==> config.mk <==
export PLATFORM = sky130hd
export DESIGN_NAME = smc777_mem_arbiter
export DESIGN_NICKNAME = d
export VERILOG_FILES = /design/src/rtl/smc777_mem_arbiter.sv
export SDC_FILE = /design/constraint.sdc
export NUM_CORES = 1
export LEC_CHECK = 0
export BUFFER_PORTS_ARGS = -buffer_cell sky130_fd_sc_hd__buf_2
export CELL_PAD_IN_SITES_DETAIL_PLACEMENT = 1
export CELL_PAD_IN_SITES_GLOBAL_PLACEMENT = 1
export CORE_ASPECT_RATIO = 1.75
export CORE_MARGIN = 5
export CORE_UTILIZATION = 30
export CTS_BUF_LIST = sky130_fd_sc_hd__clkbuf_16
export CTS_CLUSTER_SIZE = 8
export DETAILED_ROUTE_END_ITERATION = 12
export PLACE_DENSITY_LB_ADDON = 0.1
export SLEW_MARGIN = 20
export SYNTH_ARGS = -nofsm -noshare
export SYNTH_HDL_FRONTEND = slang
export SYNTH_SLANG_ARGS = --single-unit
==> constraint.sdc <==
create_clock -name clk_i -period 2.9 [get_ports clk_i]
set_input_delay 0.29 -clock clk_i [delete_from_list [all_inputs] [get_ports clk_i]]
set_output_delay 0.29 -clock clk_i [all_outputs]
set_load 0.02 [all_outputs]
==> src/rtl/smc777_mem_arbiter.sv <==
// Single-port RAM arbiter for the SMC-777 core: CRTC fetch > ioctl download > Z80 bus.
// The ioctl download path is compiled in only when SMC777_IOCTL_LOAD_EN is defined.
module smc777_mem_arbiter #(
  parameter int unsigned AW = 16,
  parameter int unsigned DW = 8
) (
  input  logic          clk_i,
  input  logic          reset_n_i,
  input  logic          vid_req_i,
  input  logic [AW-1:0] vid_addr_i,
  output logic          vid_valid_o,
  output logic [DW-1:0] vid_data_o,
  input  logic          cpu_req_i,
  input  logic          cpu_we_i,
  input  logic [AW-1:0] cpu_addr_i,
  input  logic [DW-1:0] cpu_din_i,
  output logic [DW-1:0] cpu_dout_o,
  output logic          cpu_ack_o,
  output logic          cpu_wait_o,
  input  logic          ioctl_download_i,
  input  logic          ioctl_wr_i,
  input  logic [24:0]   ioctl_addr_i,
  input  logic [7:0]    ioctl_dout_i,
  output logic          ioctl_wait_o,
  output logic [AW-1:0] ram_addr_o,
  output logic          ram_we_o,
  output logic [DW-1:0] ram_din_o,
  input  logic [DW-1:0] ram_dout_i
);

  typedef enum logic [1:0] {
    OWN_NONE = 2'd0,
    OWN_VID  = 2'd1,
    OWN_IOC  = 2'd2,
    OWN_CPU  = 2'd3
  } owner_e;

  owner_e        iss_q, iss_d, ret_q;
  logic          ret_we_q;
  logic [AW-1:0] ram_addr_q, ram_addr_d;
  logic          ram_we_q, ram_we_d;
  logic [DW-1:0] ram_din_q, ram_din_d;
  logic          vid_valid_q;
  logic [DW-1:0] vid_data_q;
  logic          cpu_ack_q;
  logic [DW-1:0] cpu_dout_q;
  logic          cpu_busy;
  logic          hold_full_q;
  logic [AW-1:0] hold_addr_q;
  logic [DW-1:0] hold_data_q;

`ifdef SMC777_IOCTL_LOAD_EN
  logic          hold_full_d;
  logic [AW-1:0] hold_addr_d;
  logic [DW-1:0] hold_data_d;
  logic          ioc_capture;

  // Bytes outside the 64 KiB window are dropped; strobes while full are ignored
  assign ioc_capture = ioctl_wr_i & ioctl_download_i & ~hold_full_q &
                       (ioctl_addr_i[24:16] == 9'd0);

  always_comb begin
    hold_full_d = hold_full_q;
    hold_addr_d = hold_addr_q;
    hold_data_d = hold_data_q;
    if (hold_full_q && !vid_req_i) begin
      hold_full_d = 1'b0;
    end
    if (ioc_capture) begin
      hold_full_d = 1'b1;
      hold_addr_d = AW'(ioctl_addr_i[15:0]);
      hold_data_d = DW'(ioctl_dout_i);
    end
  end

  always_ff @(posedge clk_i) begin
    if (!reset_n_i) begin
      hold_full_q <= 1'b0;
      hold_addr_q <= '0;
      hold_data_q <= '0;
    end else begin
      hold_full_q <= hold_full_d;
      hold_addr_q <= hold_addr_d;
      hold_data_q <= hold_data_d;
    end
  end

  assign ioctl_wait_o = hold_full_q;
`else
  logic unused_ioctl;

  assign hold_full_q  = 1'b0;
  assign hold_addr_q  = '0;
  assign hold_data_q  = '0;
  assign ioctl_wait_o = 1'b0;
  assign unused_ioctl = ^{ioctl_download_i, ioctl_wr_i, ioctl_addr_i, ioctl_dout_i};
`endif

  // A CPU access stays in flight until the cycle its ack is visible
  assign cpu_busy = (iss_q == OWN_CPU) | (ret_q == OWN_CPU) | cpu_ack_q;

  always_comb begin
    iss_d      = OWN_NONE;
    ram_addr_d = ram_addr_q;
    ram_we_d   = 1'b0;
    ram_din_d  = ram_din_q;
    if (vid_req_i) begin
      iss_d      = OWN_VID;
      ram_addr_d = vid_addr_i;
    end else if (hold_full_q) begin
      iss_d      = OWN_IOC;
      ram_addr_d = hold_addr_q;
      ram_we_d   = 1'b1;
      ram_din_d  = hold_data_q;
    end else if (cpu_req_i && !cpu_busy) begin
      iss_d      = OWN_CPU;
      ram_addr_d = cpu_addr_i;
      ram_we_d   = cpu_we_i;
      if (cpu_we_i) begin
        ram_din_d = cpu_din_i;
      end
    end
  end

  always_ff @(posedge clk_i) begin
    if (!reset_n_i) begin
      iss_q       <= OWN_NONE;
      ret_q       <= OWN_NONE;
      ret_we_q    <= 1'b0;
      ram_addr_q  <= '0;
      ram_we_q    <= 1'b0;
      ram_din_q   <= '0;
      vid_valid_q <= 1'b0;
      vid_data_q  <= '0;
      cpu_ack_q   <= 1'b0;
      cpu_dout_q  <= '0;
    end else begin
      iss_q       <= iss_d;
      ret_q       <= iss_q;
      ret_we_q    <= ram_we_q;
      ram_addr_q  <= ram_addr_d;
      ram_we_q    <= ram_we_d;
      ram_din_q   <= ram_din_d;
      vid_valid_q <= (ret_q == OWN_VID);
      cpu_ack_q   <= (ret_q == OWN_CPU);
      if (ret_q == OWN_VID) begin
        vid_data_q <= ram_dout_i;
      end
      if ((ret_q == OWN_CPU) && !ret_we_q) begin
        cpu_dout_q <= ram_dout_i;
      end
    end
  end

  assign vid_valid_o = vid_valid_q;
  assign vid_data_o  = vid_data_q;
  assign cpu_ack_o   = cpu_ack_q;
  assign cpu_dout_o  = cpu_dout_q;
  assign cpu_wait_o  = cpu_req_i & ~cpu_ack_q;
  assign ram_addr_o  = ram_addr_q;
  assign ram_we_o    = ram_we_q;
  assign ram_din_o   = ram_din_q;

endmodule

==> impl_metrics.yaml, run 1 <==
run_status:
  status: "completed"
setup_path:
  critPathRequiredTime_ns: 2.61
  crit_chain: "nand2b_1 > inv_2 > buf_2"
  cp_top_family: "buffers and inverters"
  rrSetupSlack_ns: 0.98
  r2r_end: "ram_din_o[2]"
  cpPeakStageDelay_ns: 0.55
  worstReg2RegStart: "cpu_ack_o"
  cp-startpoint: "cpu_ack_o"
  arrival_ns: 1.77
  crit_path_end_kind: "output port"
  ff2ff_path_depth: 4
  critPathBufInv: 2
  slowest_stage: "nand2b_1"
  critPathLaunchType: "flop"
  criticalPathCategory: "reg -> out"
  worstPathMaxFanout: 19
global_routing:
  grt_use_total_pct: 14.28
  grt_remaining_overflow: 0
  antenna_found_initial: 0
  grt_pass1_wl_mm: 9.308
  grt_pass1_vias: 1921
  grt_max_degree: 56
synthesis:
  synth_edf_count: 0
  netlist_instances: 215
  synth_top_cells_by_area: "dfxtp_1 49%, mux2i_1 8.2%, o21ai_0 8.2%, nand2_1 6.2%, a31oi_1 5.2%"
  synth_common_cells: "48 x dfxtp_1, 32 x nand2_1, 32 x o21ai_0"
  ys_warn_count: 0
  seq_area_frac_synth_pct: 49.45
  synth-seq-cells: 48
  ys.flop_type: "dfxtp_1"
  yosysMostFrequentCell: "dfxtp_1"
  yosysTopAreaCell: "dfxtp_1"
  synth_fp_nets: 303
  synth_top_area_share_pct: 49.45
  syn-cell-area_um2: 1943
  synth_area_per_cell_um2: 9.038
  ys_types: 30
  synthArstFlopShare_pct: 0
route:
  viasPerCell: 4.789
  vias: 1820
  wl_mm: 5.912
  avgRoutedWirePerCell_um: 15.56
  drtPass1Iterations: 4
  drtAntennaViolNets: 0
  first_iter_violations: 92
  drc: 0
sta:
  min_period_over_period_pct: 71.16
  slew_headroom_pct: 45.12
  finalCriticalPeriod_ns: 2.064
  hold_viol_final: 0
  finClkSkew_ns: 0.005734
  rsz0062_at_grt: "no"
  finalSetupTns_ns: 0
  hold_slack_ns: 0.2478
  setup_violations: 0
  slew_viol_final: 0
  max_slew.worst_pin.slew_ns: 0.8232
  max_freq_mhz: 484.6
final_layout:
  fin_nets: 387
  finish.utilization_pct: 41.19
  drive_above_1_share_pct: 37.00
  register_area_um2: 960.9
  fin_cells: 380
  stdcell_area_um2: 2585
  multiInputGateArea_um2: 868.3
  fillers: 801
  area_delta_synth_final_pct: 33.03
  insertedDiodeCount: 0
clock_tree:
  htreeDepth: 2
  cts_resized: 0
  path_clk_slew_ns: 0.06
  cts-root-buf: "clkbuf_16"
  clk_latency_ns: 0.29
  cts_setup_buffers: 0
  cts.sinks: 48
  clockBufferDepth: 2
  cts_tree: "done"
  cts_buffers: 5
  ctsHoldBuffers: 0
run:
  cap_violations: 0
worst_hold_path:
  hp-class: "in -> reg"
  min_path_cells: 3
  holdPathEnd: "ram_din_o[3]"
  hp-start: "cpu_din_i[3]"
pwr:
  p_leak_nw: 1.228
  power_density_nw_per_um2: 599.8
  peakVddDrop_mv: 0.3147
placement:
  place_inst: 372
  gp_congestion: 0.6679
  dpl.hpwl_mm: 4.310
  port_buffers: 96
  post_dp_cell_area_um2: 2417
floorplan:
  die_h_um: 116.5
  die_width_um: 70.84
  initial_core_util_pct: 30.96
  core_area_um2: 6276
  rows: 38
  io_pins: 133
  fp.dieArea_um2: 8250
power by group:
| group | internal [mW] | switching, mW |
|---|---|---|
| Sequential | 0.689 | 0.0160 |
| Clock | 0.405 | 0.249 |
| Combinational | 0.0749 | 0.116 |
| Total | 1.17 | 0.381 |
logic make-up after synthesis:
logic type / synth area share [%]
AOI/OAI and AO/OA: 22.47
buffers and inverters: 5.859
and+or+nand+nor: 13.78
other: 0.1930
DFF: 49.45
muxes: 8.242
sequential cells by signal, summed over array words and instances (netlist names):
name	flops
vid_data_o	8
ret_we_q	1
iss_q	2
ram_we_o	1
cpu_ack_o	1
ret_q	2
ram_din_o	8
cpu_dout_o	8
ram_addr_o	16
vid_valid_o	1
cell usage in the layout, fill, tap and decap left out, types with 5 or more instances in the layout:
master     netlist  final
buf_2            5     96
dfxtp_1         48     48
nand2_1         32     32
o21ai_0         32     32
mux2i_1         16     16
a31oi_1         16     16
a21oi_1         16     16
a21boi_0         8      8
nor2b_1          8      8
and2_1           5      5
clkbuf_16        0      5
layout make-up:
type / instances / area share [%]
clock buffer: 5 / 4.840
clock inverter: 3 / 1.646
inverter: 2 / 0.2904
multi-input combinational: 146 / 33.59
sequential: 48 / 37.17
tap: 80 / 3.872
timing repair buffer: 96 / 18.59
worst register-to-register path, delay by kind of cell (launching register included):
| kind | cells | cell delay, ns |
|---|---|---|
| multiplexers | 1 | 0.21 |
| flip-flops | 1 | 0.31 |
| AND/OR/NAND/NOR | 2 | 0.86 |
| buffers and inverters | 1 | 0.47 |
worst max path at each step:
stage | slack, ns | cells after the start | end
global placement | 0.99 | 4 | ram_din_o[1]
floorplan | 1.55 | 6 | ram_din_o[0]
detailed placement | 0.98 | 4 | ram_din_o[2]
global route | 0.68 | 3 | cpu_wait_o
CTS | 0.81 | 3 | cpu_wait_o
finish | 0.84 | 3 | cpu_wait_o
metrics by stage:
step | worst slack [ns] | power [mW]
floorplan | 1.553 | 0.8348
global placement | 0.9872 | 0.9125
detailed placement | 0.9774 | 0.9156
CTS | 0.8129 | 1.577
global route | 0.6840 | 1.627
finish | 0.8363 | 1.550
metal layers:
metal / GRT usage, % / routed length [um] / up-vias
met2: 27.40 / 3238 / 53
met3: 2.929 / 309 / 7
met4: 4.893 / 85 / 0
li1: - / - / 907
met5: 0 / 0 / -
met1: 15.23 / 2279 / 853
No activity file was read; power rests on OpenSTA's default activity.
==> run 2: changes to the inputs <==
--- a/config.mk
+++ b/config.mk
@@ -10,7 +10,7 @@
 export CELL_PAD_IN_SITES_GLOBAL_PLACEMENT = 1
 export CORE_ASPECT_RATIO = 1.75
 export CORE_MARGIN = 5
-export CORE_UTILIZATION = 30
+export CORE_UTILIZATION = 28
 export CTS_BUF_LIST = sky130_fd_sc_hd__clkbuf_16
 export CTS_CLUSTER_SIZE = 8
 export DETAILED_ROUTE_END_ITERATION = 12
==> constraint.sdc (replaced) <==
create_clock -name clk_i -period 1.9 [get_ports clk_i]
set_input_delay 0.19 -clock clk_i [delete_from_list [all_inputs] [get_ports clk_i]]
set_output_delay 0.19 -clock clk_i [all_outputs]
set_load 0.02 [all_outputs]
==> impl_metrics.yaml, run 2 (same netlist as run 1, synthesis figures left out) <==
sta:
  slew_viol_final: 0
  max_freq_mhz: 679.3
  min_period_over_period_pct: 77.48
  finalSetupTns_ns: 0
  slew_headroom_pct: 61.43
  rsz0062_at_grt: "no"
  hold_viol_final: 0
  finClkSkew_ns: 0.008394
  finalCriticalPeriod_ns: 1.472
  setup_violations: 0
  max_slew.worst_pin.slew_ns: 0.5768
setup_path:
  cpPeakStageDelay_ns: 0.31
  crit_chain: "nand2b_1 > inv_2 > buf_4 > buf_2"
  cp_top_family: "buffers and inverters"
  criticalPathCategory: "reg -> out"
  ff2ff_path_depth: 3
  r2r_end: "cpu_dout_o[2]"
  slowest_stage: "dfxtp_1"
  worstReg2RegStart: "ret_q[1]"
  crit_path_end_kind: "output port"
  critPathRequiredTime_ns: 1.71
  critPathLaunchType: "flop"
  arrival_ns: 1.28
  worstPathMaxFanout: 18
  rrSetupSlack_ns: 0.53
  critPathBufInv: 3
pwr:
  p_leak_nw: 1.248
  swShare_pct: 25.57
  power_density_nw_per_um2: 850.9
  sequentialPowerShare_pct: 48.4
  pwr-share-comb_pct: 13.6
  peakVddDrop_mv: 0.3667
  netSwitchingPower_uw: 568.2
  p_int_mw: 1.654
  clockPowerShare_pct: 38.0
  total_power_mw: 2.222
run_status:
  status: "completed"
route:
  drc: 0
  first_iter_violations: 71
  vias: 1855
  viasPerCell: 4.769
  drtAntennaViolNets: 0
  avgRoutedWirePerCell_um: 15.08
  wl_mm: 5.867
  drtPass1Iterations: 4
global_routing:
  grt_pass1_vias: 1989
  grt_max_degree: 37
  grt_use_total_pct: 13.87
  antenna_found_initial: 0
  grt_pass1_wl_mm: 9.466
  grt_remaining_overflow: 0
run:
  cap_violations: 0
final_layout:
  area_delta_synth_final_pct: 34.38
  largest_reg_flops: 16
  final_common_cell: "buf_2"
  final_cell_mix: "96 x buf_2, 48 x dfxtp_1, 32 x nand2_1, 32 x o21ai_0"
  fin_nets: 392
  drive_above_1_share_pct: 37.70
  fillers: 867
  insertedDiodeCount: 0
clock_tree:
  cts-root-buf: "clkbuf_16"
  cts_buffers: 5
  clk_latency_ns: 0.29
  cts_setup_buffers: 0
  cts_tree: "done"
  cts.sinks: 48
  path_clk_slew_ns: 0.07
  ctsHoldBuffers: 0
  clockBufferDepth: 2
  htreeDepth: 2
  cts_resized: 0
floorplan:
  die_h_um: 120.2
  die_width_um: 72.97
  rows: 40
  initial_core_util_pct: 28.55
  core_area_um2: 6807
  io_pins: 133
  fp.dieArea_um2: 8771
worst_hold_path:
  holdPathEnd: "ram_din_o[3]"
  min_path_cells: 3
  hp-start: "cpu_din_i[3]"
  hp-class: "in -> reg"
placement:
  port_buffers: 96
  dpl.hpwl_mm: 4.361
  gp_congestion: 0.7180
[run 2: power groups by stage]
| stage | Sequential, mW | Clock [mW] | Combinational, mW |
|---|---|---|---|
| global placement | 1.10 | 0 | 0.305 |
| CTS | 1.08 | 0.899 | 0.309 |
| finish | 1.08 | 0.845 | 0.301 |
| detailed placement | 1.10 | 0 | 0.308 |
| global route | 1.08 | 0.930 | 0.335 |
| floorplan | 1.15 | 0 | 0.126 |
[run 2: worst max-delay path by stage]
stage                     depth (start not counted)            end  slack (ns)      start
after floorplan                                   6   ram_din_o[0]        0.55  cpu_ack_o
after global placement                            3  cpu_dout_o[6]        0.50   ret_q[1]
after detailed placement                          3  cpu_dout_o[2]        0.47   ret_q[1]
after CTS                                         4     cpu_wait_o        0.42  cpu_ack_o
after global routing                              3  cpu_dout_o[2]        0.31   ret_q[1]
final                                             4     cpu_wait_o        0.43  cpu_ack_o
[run 2: cell type report]
cell class                      count  area [um^2]  area share, %
Tap cell                           84        105.1          4.025
Clock inverter                      3        13.76         0.5271
Timing Repair Buffer              101        530.5          20.32
Sequential cell                    48        960.9          36.80
Clock buffer                        5        125.1          4.792
Multi-Input combinational cell    146        868.3          33.25
Inverter                            2        7.507         0.2875
[run 2: metal layers]
metal  vias to the layer above  track usage, %  wire length [um]
met3                         7           3.910               393
met2                        61           25.74              3221
met4                         0           5.658               100
li1                        918               -                 -
met5                         -               0                 0
met1                       869           13.98              2152
[run 2: metrics by stage]
| stage | cell area [um^2] | hold slack (ns) | instances | setup WS, ns | util, % |
|---|---|---|---|---|---|
| after global routing | 2611 | 0.1487 | 389 | 0.3127 | 38.36 |
| final | 2611 | 0.1488 | 389 | 0.4280 | 38.36 |
| after global placement | 2472 | 0.4397 | 381 | 0.4979 | 36.32 |
| after CTS | 2611 | 0.1410 | 389 | 0.4179 | 38.36 |
| after detailed placement | 2472 | 0.4458 | 381 | 0.4700 | 36.32 |
| after floorplan | 1943 | 0.3322 | 215 | 0.5530 | - |
[run 2: tightest hold or removal path: cells and delay by family]
family,cells,cell delay (ns)
buffers and inverters,1,0.10
multiplexers,1,0.06
AND/OR/NAND/NOR,1,0.04
